===== src/rtl/seg_scan_driver.sv =====
// seg_scan_driver: time-multiplexed 4-digit seven-segment driver with shadow load, blanking and blink
module seg_scan_driver #(
    parameter int SCAN_DIV  = 250_000,
    parameter int BLINK_DIV = 50_000_000
) (
    input  logic        clock,
    input  logic        reset,
    input  logic        load,
    input  logic [15:0] digits_in,
    input  logic [3:0]  digit_en_in,
    input  logic [3:0]  blink_in,
    input  logic [3:0]  dp_in,
    output logic [6:0]  seg,
    output logic [3:0]  an,
    output logic        dp,
    output logic        frame_done
);
    localparam int SW = $clog2(SCAN_DIV);
    localparam int BW = $clog2(BLINK_DIV);

    logic [SW-1:0] r_scan;
    logic [BW-1:0] r_bcnt;
    logic [1:0]    r_idx;
    logic          r_phase;
    logic [15:0]   r_digits;
    logic [3:0]    r_en, r_blink, r_dp;

    logic          w_scan_wrap, w_blink_wrap, w_vis;
    logic [1:0]    w_k;
    logic [3:0]    w_glyph, w_an;
    logic [6:0]    w_seg;

    assign w_scan_wrap  = r_scan == SW'(SCAN_DIV - 1);
    assign w_blink_wrap = r_bcnt == BW'(BLINK_DIV - 1);
    assign w_k          = 2'd3 - r_idx;
    assign w_glyph      = r_digits[{w_k, 2'b00} +: 4];
    assign w_vis        = r_en[w_k] & ~(r_blink[w_k] & r_phase);
    assign w_an         = ~(4'b0001 << w_k);

    // Glyph code to active-low {g,f,e,d,c,b,a}; E/F light nothing but still drive the anode
    always_comb begin
        w_seg = 7'h7F;
        case (w_glyph)
            4'h0: w_seg = 7'b1000000;
            4'h1: w_seg = 7'b1111001;
            4'h2: w_seg = 7'b0100100;
            4'h3: w_seg = 7'b0110000;
            4'h4: w_seg = 7'b0011001;
            4'h5: w_seg = 7'b0010010;
            4'h6: w_seg = 7'b0000010;
            4'h7: w_seg = 7'b1111000;
            4'h8: w_seg = 7'b0000000;
            4'h9: w_seg = 7'b0010000;
            4'hA: w_seg = 7'b0001100;
            4'hB: w_seg = 7'b0111111;
            4'hC: w_seg = 7'b1000111;
            4'hD: w_seg = 7'b0001000;
            default: w_seg = 7'h7F;
        endcase
    end

    // Free-running scan/blink timebases and shadow capture; load never touches the counters
    always_ff @(posedge clock) begin
        if (reset) begin
            r_scan   <= '0;
            r_bcnt   <= '0;
            r_idx    <= '0;
            r_phase  <= 1'b0;
            r_digits <= '0;
            r_en     <= '0;
            r_blink  <= '0;
            r_dp     <= '0;
        end else begin
            r_scan <= w_scan_wrap ? '0 : r_scan + 1'b1;
            r_idx  <= w_scan_wrap ? r_idx + 2'd1 : r_idx;
            r_bcnt <= w_blink_wrap ? '0 : r_bcnt + 1'b1;
            r_phase <= w_blink_wrap ? ~r_phase : r_phase;
            if (load) begin
                r_digits <= digits_in;
                r_en     <= digit_en_in;
                r_blink  <= blink_in;
                r_dp     <= dp_in;
            end
        end
    end

    // Registered pins: a hidden digit releases every anode so at most one is ever low
    always_ff @(posedge clock) begin
        if (reset) begin
            seg        <= 7'h7F;
            an         <= 4'hF;
            dp         <= 1'b1;
            frame_done <= 1'b0;
        end else begin
            seg        <= w_vis ? w_seg : 7'h7F;
            an         <= w_vis ? w_an : 4'hF;
            dp         <= ~(w_vis & r_dp[w_k]);
            frame_done <= w_scan_wrap && r_idx == 2'd3;
        end
    end
endmodule

===== config.mk =====
export PLATFORM = sky130hd
export DESIGN_NAME = seg_scan_driver
export DESIGN_NICKNAME = d
export VERILOG_FILES = /design/src/rtl/seg_scan_driver.sv
export SDC_FILE = /design/constraint.sdc
export NUM_CORES = 1
export LEC_CHECK = 0
export ABC_AREA = 1
export ABC_CLOCK_PERIOD_IN_PS = 2100
export BUFFER_PORTS_ARGS = -buffer_cell sky130_fd_sc_hd__buf_2
export CAP_MARGIN = 30
export CORE_MARGIN = 1.5
export CORE_UTILIZATION = 55
export DETAILED_ROUTE_END_ITERATION = 16
export GPL_TIMING_DRIVEN = 0
export PLACE_DENSITY = 0.86
export SYNTH_ARGS = -nofsm -noshare
export SYNTH_HDL_FRONTEND = slang
export SYNTH_SLANG_ARGS = --single-unit
export TNS_END_PERCENT = 1

===== constraint.sdc =====
create_clock -name clock -period 2.1 [get_ports clock]
set_clock_uncertainty 0.2 [all_clocks]
set_input_delay 0.42 -clock clock [delete_from_list [all_inputs] [get_ports clock]]
set_output_delay 0.42 -clock clock [all_outputs]
set_load 0.05 [all_outputs]

; ---- After elaboration in Yosys (flattened, before gate mapping)
; Memories as Yosys holds them, arrays and structs flattened. A register that Yosys moved wholly into a read port is not among the register bits.
; Index checks and enable logic that the tools add are counted.
[totals]
regBits = 81
rom_bits = 112
inputBits = 31
out_inout_bits = 13
elab_cells = 40
mem_count = 1
[mem_list]
columns = name, depth, width, rd, rd_clocked_by_memory_dff, write_ports, line_no
row1 = (no name shown), 16, 7, 1, 1, 0, 43  ; case (w_glyph)
[op_classes]
addsub = 4
magnitude_cmp = 1
eq_ne = 3
n_shift = 2
muxes = 6
bitwise = 8
reduce_logical = 4
[ops]
columns = operator, count
row1 = $add 26x1->26 const B, 1
row2 = $eq 26x26->1 const B, 1
row3 = $add 18x1->18 const B, 1
row4 = $eq 18x18->1 const B, 1
row5 = $shiftx 16x5->4, 1
row6 = $bmux 1 s2, 3
row7 = $reduce_or 2->1, 3
row8 = $not 1->1, 4
row9 = $not 4->4, 1
row10 = $shl 1x2->4 const A, 1
row11 = $and 1x1->1, 3
row12 = $lt 2x3->1 const B, 1
row13 = $mux 1, 3
row14 = $add 2x1->2 const B, 1
row15 = $eq 2x2->1 const B, 1
row16 = $sub 2x2->2 const A, 1
row17 = $logic_and 1x1->1, 1

; ---- Longest topological paths before layout
; Gate-level depths: netlist (run 1).
[logic_depth]
ltp_word = 8
ltp_mapped = 11
mapped_depth_nobuf = 10

; ---- Worst setup path before layout (run 1)
; No wires, ideal clock.
[synth_path]
path_type = reg-to-reg
startpoint = register r_idx[0]
endpoint = register seg[5]
setup_ps = 121
arrival_ps = 1416
required_time_ps = 1779
slack_ps = 363
path_stages_with_launch = 12
path_buffers = 1
path_cell_list = dfxtp_1 -> inv_1 -> buf_2 -> nand2_1 -> nand3_1 -> nand2_1 -> inv_1 -> ha_1 -> nand3_1 -> nand2_1 -> nand2_1 -> nand3_1
[synth_between]
elab_chain_len = 8
word_cells_on_any_way = 11
[synth_lines]
columns = element, line_no
row1 = from (decl), 23  ; logic [1:0] r_idx;
row2 = from (signal assigned), 75  ; r_idx <= w_scan_wrap ? r_idx + 2'd1 : r_idx;
row3 = $sub 2x2->2 *, 35  ; assign w_k = 2'd3 - r_idx;
row4 = via w_k[0], 29  ; logic [1:0] w_k;
row5 = $bmux 1 s2, 37  ; assign w_vis = r_en[w_k] & ~(r_blink[w_k] & r_phase);
row6 = $mux 1 (implied by the code), 37
row7 = $and 1x1->1, 37
row8 = $not 1->1, 37
row9 = $and 1x1->1, 37
row10 = $not 1->1 (no line), --
row11 = $reduce_or 2->1 (no line), --
row12 = to (decl), 13  ; output logic [6:0] seg,
; Mark *: on every way through the listed nets, which the timed path passes. The rest lies on a longest branch. The select of a mux whose other input is x is not followed.
; A chain may end at the register's enable or synchronous reset.

; ---- Final worst setup path (run 1)
[layout_path]
startpoint = register r_idx[0]
endpoint = register seg[3]
; The elaborated chain is that of the path after synthesis.

==> results of run 1 <==
power by group through the flow:
stage	logic (mW)	clock network [mW]	registers, mW
2_1_floorplan	0.163	0	1.81
3_3_place_gp	0.255	0	1.79
3_5_place_dp	0.264	0	1.79
4_1_cts	0.266	1.24	1.75
5_1_grt	0.299	1.30	1.76
6_report	0.269	1.22	1.75
routing by layer:
| metal | share of wire [%] | GRT usage (%) | vias up | wire (um) |
|---|---|---|---|---|
| li1 | - | - | 2106 | - |
| met1 | 46 | 29.1 | 1882 | 4430 |
| met2 | 47 | 40.9 | 107 | 4590 |
| met3 | 4.5 | 3.23 | 21 | 434 |
| met4 | 2.2 | 10.0 | 0 | 212 |
| met5 | 0 | 0 | - | 0 |
state kept, by name, indices dropped and copies added (netlist names):
register,flops
an,4
dp,1
frame_done,1
r_bcnt,26
r_blink,4
r_digits,16
r_dp,4
r_en,4
r_idx,2
r_phase,1
r_scan,18
seg,7
how the worst max path moves through the flow:
stage               cells past startpoint  slack (ns)     start  endpoint
floorplan                              11        0.36  r_idx[0]    seg[5]
global placement                       11        0.07  r_idx[0]    seg[5]
detailed placement                     11      0.0005  r_idx[0]    seg[6]
CTS                                     9        0.06  r_idx[1]    seg[5]
global route                            9      -0.006  r_idx[0]    seg[3]
finish                                  9        0.10  r_idx[0]    seg[3]
critical path, delay by kind of cell (launching register included):
kind                       cells  cell delay [ns]
adders and majority gates      1             0.37
buffers and inverters          2             0.33
and+or+nand+nor                6             0.61
DFF                            1             0.37
cell type report:
type | instances | area, um2
clock inverters | 6 | 66.3
flip-flops and latches | 88 | 1760
repair buffers | 42 | 210
plain buffers | 16 | 110
multi-input cells | 477 | 2270
well taps | 102 | 128
inverters | 53 | 203
fillers | 676 | 2800
clock buffers | 10 | 138
what timing repair did:
item / in CTS / in global routing
setup endpoints to repair: 2 / 15
buffers inserted: 0 / 0
gates resized for setup: 1 / 4
metrics by stage:
step / cells / hold WS (ns) / total power [mW]
floorplan: 634 / 0.230 / 1.97
global placement: 778 / 0.241 / 2.04
CTS: 794 / 0.0649 / 3.26
finish: 794 / 0.0766 / 3.24
global route: 794 / 0.0781 / 3.36
detailed placement: 778 / 0.254 / 2.05
Yosys cell counts:
master	instances	area share, %
sky130_fd_sc_hd__nand4_1	7	1.0
sky130_fd_sc_hd__inv_1	50	4.3
sky130_fd_sc_hd__nor3_1	7	0.81
sky130_fd_sc_hd__clkbuf_1	6	0.52
sky130_fd_sc_hd__ha_1	12	3.5
sky130_fd_sc_hd__clkinv_1	2	0.17
sky130_fd_sc_hd__nor2_2	15	2.2
sky130_fd_sc_hd__nand3_2	1	0.23
sky130_fd_sc_hd__inv_2	1	0.087
sky130_fd_sc_hd__buf_12	2	0.92
sky130_fd_sc_hd__nand2_4	1	0.26
sky130_fd_sc_hd__o21bai_1	1	0.17
sky130_fd_sc_hd__nand2_1	166	14
sky130_fd_sc_hd__buf_4	1	0.17
sky130_fd_sc_hd__xor2_1	8	1.6
sky130_fd_sc_hd__buf_6	1	0.26
sky130_fd_sc_hd__nand2_2	3	0.43
sky130_fd_sc_hd__o21ai_0	35	4.0
sky130_fd_sc_hd__nand3_1	50	5.8
sky130_fd_sc_hd__xnor2_1	5	1.0
sky130_fd_sc_hd__a21oi_1	18	2.1
sky130_fd_sc_hd__buf_2	5	0.58
sky130_fd_sc_hd__a21oi_2	7	1.4
sky130_fd_sc_hd__nand3b_1	4	0.69
sky130_fd_sc_hd__buf_1	1	0.087
sky130_fd_sc_hd__and3_1	1	0.14
sky130_fd_sc_hd__nor2_1	127	11
sky130_fd_sc_hd__or2_2	2	0.29
sky130_fd_sc_hd__dfxtp_1	88	41
sky130_fd_sc_hd__nor2_4	2	0.52
sky130_fd_sc_hd__and2_1	5	0.72
kinds of logic (layout without fill, tap and decap cells):
logic type	after synthesis	in the layout	share of synthesized area, %
XOR/XNOR	13	13	2.63
adder cells (fa/ha/maj)	12	12	3.46
AO/OA/AOI/OAI	61	61	7.71
flip-flops	88	88	40.6
AND/OR/NAND/NOR	391	391	38.4
buffers and inverters	69	127	7.13
==> summary.txt, run 1 <==
===========================================================================
Clock transition at the registers of the reported paths             0.09 ns
Total cell area at the placement stage                             4670 um2
Class of the tightest hold or removal check                       in -> reg
Areal power density over the cells                               662 nW/um2
Most frequent cells in the layout                              sky130_fd_sc_hd__nand2_1 (165), sky130_fd_sc_hd__nor2_1 (126), sky130_fd_sc_hd__dfxtp_1 (87)
Maximum achievable frequency                                        500 MHz
Sw Pwr                                                             0.832 mW
Worst Hold Launch                                              digits_in[4]
Overall fraction of global-route tracks in use                        23.5%
Yosys warns                                                               0
Floorplan row count                                                      32
Total setup violations reported at the end of the flow                    0
Hold path depth                                                           3
Flop and latch count out of synthesis                                    88
Arrival time of the worst setup path                                2.04 ns
Fraction of final layout cells sized beyond drive strength 1          14.9%
Gate Count Post-Synth                                                   634
Max-capacitance violation count                                           0
Violation count after the first detailed-routing iteration              244
Placed wire-length estimate after detailed placement                7.28 mm
Share of the yosys chip area belonging to registers                   40.6%
Critical Path RT                                                    2.14 ns
Worst reg2reg path depth                                                  9
Rel. slew slack                                                       70.1%
Run status                                                        completed
Final GP Congestion                                                   0.946
Number of hold-repair buffers added at the cts stage                      0
Initial antenna violation count                                           0
VDD IR-drop max                                                    0.454 mV
Pin count of the biggest net entering global routing                     16
Overall die width                                                   91.8 um
Final worst path period need                                        2.00 ns
DR vias/cell                                                           5.18
Number of port buffers                                                   42
Standby leakage power                                               1.84 nW
Finished Core Util                                                    63.6%
Clock network power share                                             37.6%
Final wirelength                                                    9.67 mm
Leading cell type in the layout, fill and taps excluded        sky130_fd_sc_hd__nand2_1
Number of clock buffers inserted by TritonCTS                             9
Worst Hold Endpoint                                             r_digits[4]
Number of design rule violations left after detail routing                0
Setup crit start kind                                                  flop
Slowest CP cell                                                sky130_fd_sc_hd__dfxtp_2
Number of nets in the finished design                                   730
Startpoint of the worst-slack reg-to-reg timing path               r_idx[0]
Critical path fanouts, max                                               11
Reg-to-reg slack, setup                                             0.10 ns
Post-synthesis to final-layout area growth                            12.8%
Total via count in the routed design                                   4116
Post-placement setup slack                                      0.000513 ns
TritonCTS Sinks                                                          88
GR Overflow Total                                                         0
Fraction of the cycle the final worst path needs                      95.2%
Maximum level of the CTS H-tree                                           3
Crit path capture type                                                 flop
First-pass GRT wire length                                          16.1 mm
Antenna Nets Post-Route                                                   0
Clock latency on the worst-skew pair                                0.37 ns
Setup TNS after final layout                                           0 ns
Final number of max-transition violations                                 0
Path type of the worst setup path                                reg -> reg
Crit-path max cell delay                                            0.37 ns
Least-Margin Pin Slew                                              0.446 ns
Avg Synthesized Cell Area                                          6.84 um2
Cell variety after synth                                                 31
Number of global-route vias before repair                              3787
Final instance area                                                4890 um2
Height of the die                                                   91.8 um
Initial Utilization                                                   56.4%
Switching part of the total                                           25.7%
Hold Violations, Final                                                    0
R2R Path End                                                         seg[3]
Total I/O pin count                                                      44
Setup slack of the critical path after layout                      0.101 ns
Mapped Nets                                                             677
Netlist area before placement                                      4330 um2
Power share of the sequential group                                   54.1%
Int Power                                                           2.41 mW
Number of iterations in the first detailed-routing pass                   5
Crit path cell chain                                           inv_1 > buf_2 > nand2_1 > nand3_1 > nand2_1 > ha_1 > nand2_1 > nand3_1 > nand3_1
Maximum clock insertion buffer count                                      2
Routed len/inst                                                     12.2 um
Antenna fix cells                                                         0
Clock tree from TritonCTS                                             built
Total die area                                                     8420 um2
Logic pwr share                                                        8.3%
CTS Root Cell                                                  sky130_fd_sc_hd__clkbuf_8
Core Region                                                        7690 um2
===========================================================================
Power figures use the tool's default switching activity.
==> inputs of run 2 (changes only) <==
ABC_CLOCK_PERIOD_IN_PS = 2300   (was 2100)
clock period = 2.3 ns   (was 2.1 ns; I/O delays follow)
==> run 2 against run 1 <==
Sequential share of layout area up 0.10 points. Count of clock-buffer cells in the layout unchanged. Sequential power fell by 9%. Die area stayed put. Clock power decreased by 9%. Utilization shrank 0.18 points. Non-clock buffer count unchanged. Critical path depth stayed put. Wire length shrank 0.40%. Total power shrank 8.8%. Worst setup slack better by 0.13 ns. Global-route usage unchanged. Critical path type unchanged. Critical endpoint is now seg[5]. Highest routed layer unchanged.
==> summary.txt, run 2 (same netlist as run 1, synthesis figures left out) <==
===========================================================================
Largest Register                                                     r_bcnt
Floorplan row count                                                      32
Total I/O pin count                                                      44
Number of hold-repair buffers added at the cts stage                      0
Areal power density over the cells                               606 nW/um2
CTS Root Cell                                                  sky130_fd_sc_hd__clkbuf_8
Finished Core Util                                                    63.4%
Standby leakage power                                               1.84 nW
Number of port buffers                                                   42
Leading cell type in the layout, fill and taps excluded        sky130_fd_sc_hd__nand2_1
Biggest regs                                                   r_bcnt x26, r_scan x18, r_digits x16
Logic pwr share                                                        8.2%
Worst reg2reg path depth                                                  9
Total via count in the routed design                                   4100
Int Power                                                           2.20 mW
Clock network power share                                             37.6%
Sw Pwr                                                             0.758 mW
Initial Utilization                                                   56.4%
Overall fraction of global-route tracks in use                        23.5%
Setup crit start kind                                                  flop
Number of flip-flops under the largest register name                     26
Power share of the sequential group                                   54.2%
Hold_ws                                                            0.112 ns
Crit path capture type                                                 flop
Fraction of the cycle the final worst path needs                      90.1%
Setup slack of the critical path after layout                      0.228 ns
Switching part of the total                                           25.6%
First-pass GRT wire length                                          16.1 mm
Routed len/inst                                                     12.1 um
Number of design rule violations left after detail routing                0
Critical Path RT                                                    2.41 ns
Final number of max-transition violations                                 0
Non-filler cells in the finished layout                                 794
Arrival time of the worst setup path                                2.18 ns
Run status                                                        completed
Layout filler cell count                                                676
Post CTS Setup Buffer Count                                               0
Total setup violations reported at the end of the flow                    0
Maximum clock insertion buffer count                                      2
Clock tree from TritonCTS                                             built
Placed wire-length estimate after detailed placement                7.28 mm
Antenna Nets Post-Route                                                   0
Initial antenna violation count                                           0
Path type of the worst setup path                                reg -> reg
Number of iterations in the first detailed-routing pass                   5
Most frequent cells in the layout                              sky130_fd_sc_hd__nand2_1 (166), sky130_fd_sc_hd__nor2_1 (127), sky130_fd_sc_hd__dfxtp_1 (87)
Max-capacitance violation count                                           0
Pin count of the biggest net entering global routing                     16
Rel. slew slack                                                       70.1%
Post-placement setup slack                                         0.201 ns
Overall die width                                                   91.8 um
Violation count after the first detailed-routing iteration              242
Maximum level of the CTS H-tree                                           3
VDD IR-drop max                                                    0.401 mV
Reg-to-reg slack, setup                                             0.23 ns
Least-Margin Pin Slew                                              0.447 ns
Number of nets in the finished design                                   730
Setup TNS after final layout                                           0 ns
Hold Violations, Final                                                    0
Final GP Congestion                                                   0.946
# placed instances                                                      778
Number of clock buffers inserted by TritonCTS                             9
Critical path fanouts, max                                               10
Number of global-route vias before repair                              3787
Post-synthesis to final-layout area growth                            12.5%
Final wirelength                                                    9.63 mm
Fraction of final layout cells sized beyond drive strength 1          14.5%
GR Overflow Total                                                         0
Total die area                                                     8420 um2
DR vias/cell                                                           5.16
TritonCTS Sinks                                                          88
Antenna fix cells                                                         0
Final worst path period need                                        2.07 ns
Class of the tightest hold or removal check                       in -> reg
Hold path depth                                                           3
Core Region                                                        7690 um2
Maximum achievable frequency                                        483 MHz
Height of the die                                                   91.8 um
Clock latency on the worst-skew pair                                0.37 ns
Clock transition at the registers of the reported paths             0.09 ns
Unrepaired setup endpoints after global routing                       false
===========================================================================
## run 2: cell types whose count changed in the layout (fill, tap and decap cells not counted)
cell                         previous run  this run
sky130_fd_sc_hd__clkinvlp_4             1         0
sky130_fd_sc_hd__nor2_2                16        15
sky130_fd_sc_hd__nand2_4                2         1
sky130_fd_sc_hd__clkinv_1               1         2
sky130_fd_sc_hd__nor2_1               126       127
sky130_fd_sc_hd__nand2_1              165       166
## run 2: path summary, 6_finish.rpt
kind | start | to
max | r_idx[1] | seg[5]
min | digits_in[4] | r_digits[4]
max reg2reg | r_idx[1] | seg[5]
min reg2reg | r_dp[2] | r_dp[2]
## run 2: worst max-delay path, cell delays in order, from the launching register on
cell and delay, ns:
sky130_fd_sc_hd__dfxtp_1 0.42, sky130_fd_sc_hd__clkinv_1 0.32, sky130_fd_sc_hd__nand3_1 0.20, sky130_fd_sc_hd__nand2_1 0.18, sky130_fd_sc_hd__inv_1 0.18, sky130_fd_sc_hd__ha_1 0.19
sky130_fd_sc_hd__nand3_1 0.11, sky130_fd_sc_hd__nand2_1 0.08, sky130_fd_sc_hd__nand2_1 0.05, sky130_fd_sc_hd__nand3_1 0.09
## run 2: power by group through the flow
stage	Combinational (mW)	Clock, mW	Sequential [mW]
after floorplan	0.149	0	1.65
after global placement	0.232	0	1.63
after detailed placement	0.241	0	1.63
after CTS	0.243	1.13	1.60
after global routing	0.272	1.19	1.61
final	0.243	1.11	1.60
## run 2: through the flow
| stage | total power, mW | cell area (um2) |
|---|---|---|
| floorplan | 1.80 | 4330 |
| global placement | 1.86 | 4670 |
| detailed placement | 1.88 | 4670 |
| CTS | 2.97 | 4880 |
| global route | 3.07 | 4880 |
| finish | 2.95 | 4880 |
## run 2: layer usage
metal,vias to the layer above,wire length (um),GRT usage [%]
met3,22,376,3.23
met5,-,0,0
met4,0,217,10.0
li1,2105,-,-
met2,101,4540,40.9
met1,1872,4500,29.1
## run 2: what timing repair did
action	in CTS	in global routing
endpoints found under the hold margin	0	0
endpoints found under the setup margin	0	1
resized for setup	0	1
## run 2: layout make-up
class / count / area (um2) / area share, %
Timing Repair Buffer: 42 / 210 / 4.31
Multi-Input combinational cell: 477 / 2260 / 46.4
Clock buffer: 10 / 138 / 2.82
Sequential cell: 88 / 1760 / 36.1
Inverter: 53 / 199 / 4.08
Clock inverter: 6 / 66.3 / 1.36
Buffer: 16 / 110 / 2.26
Tap cell: 102 / 128 / 2.62
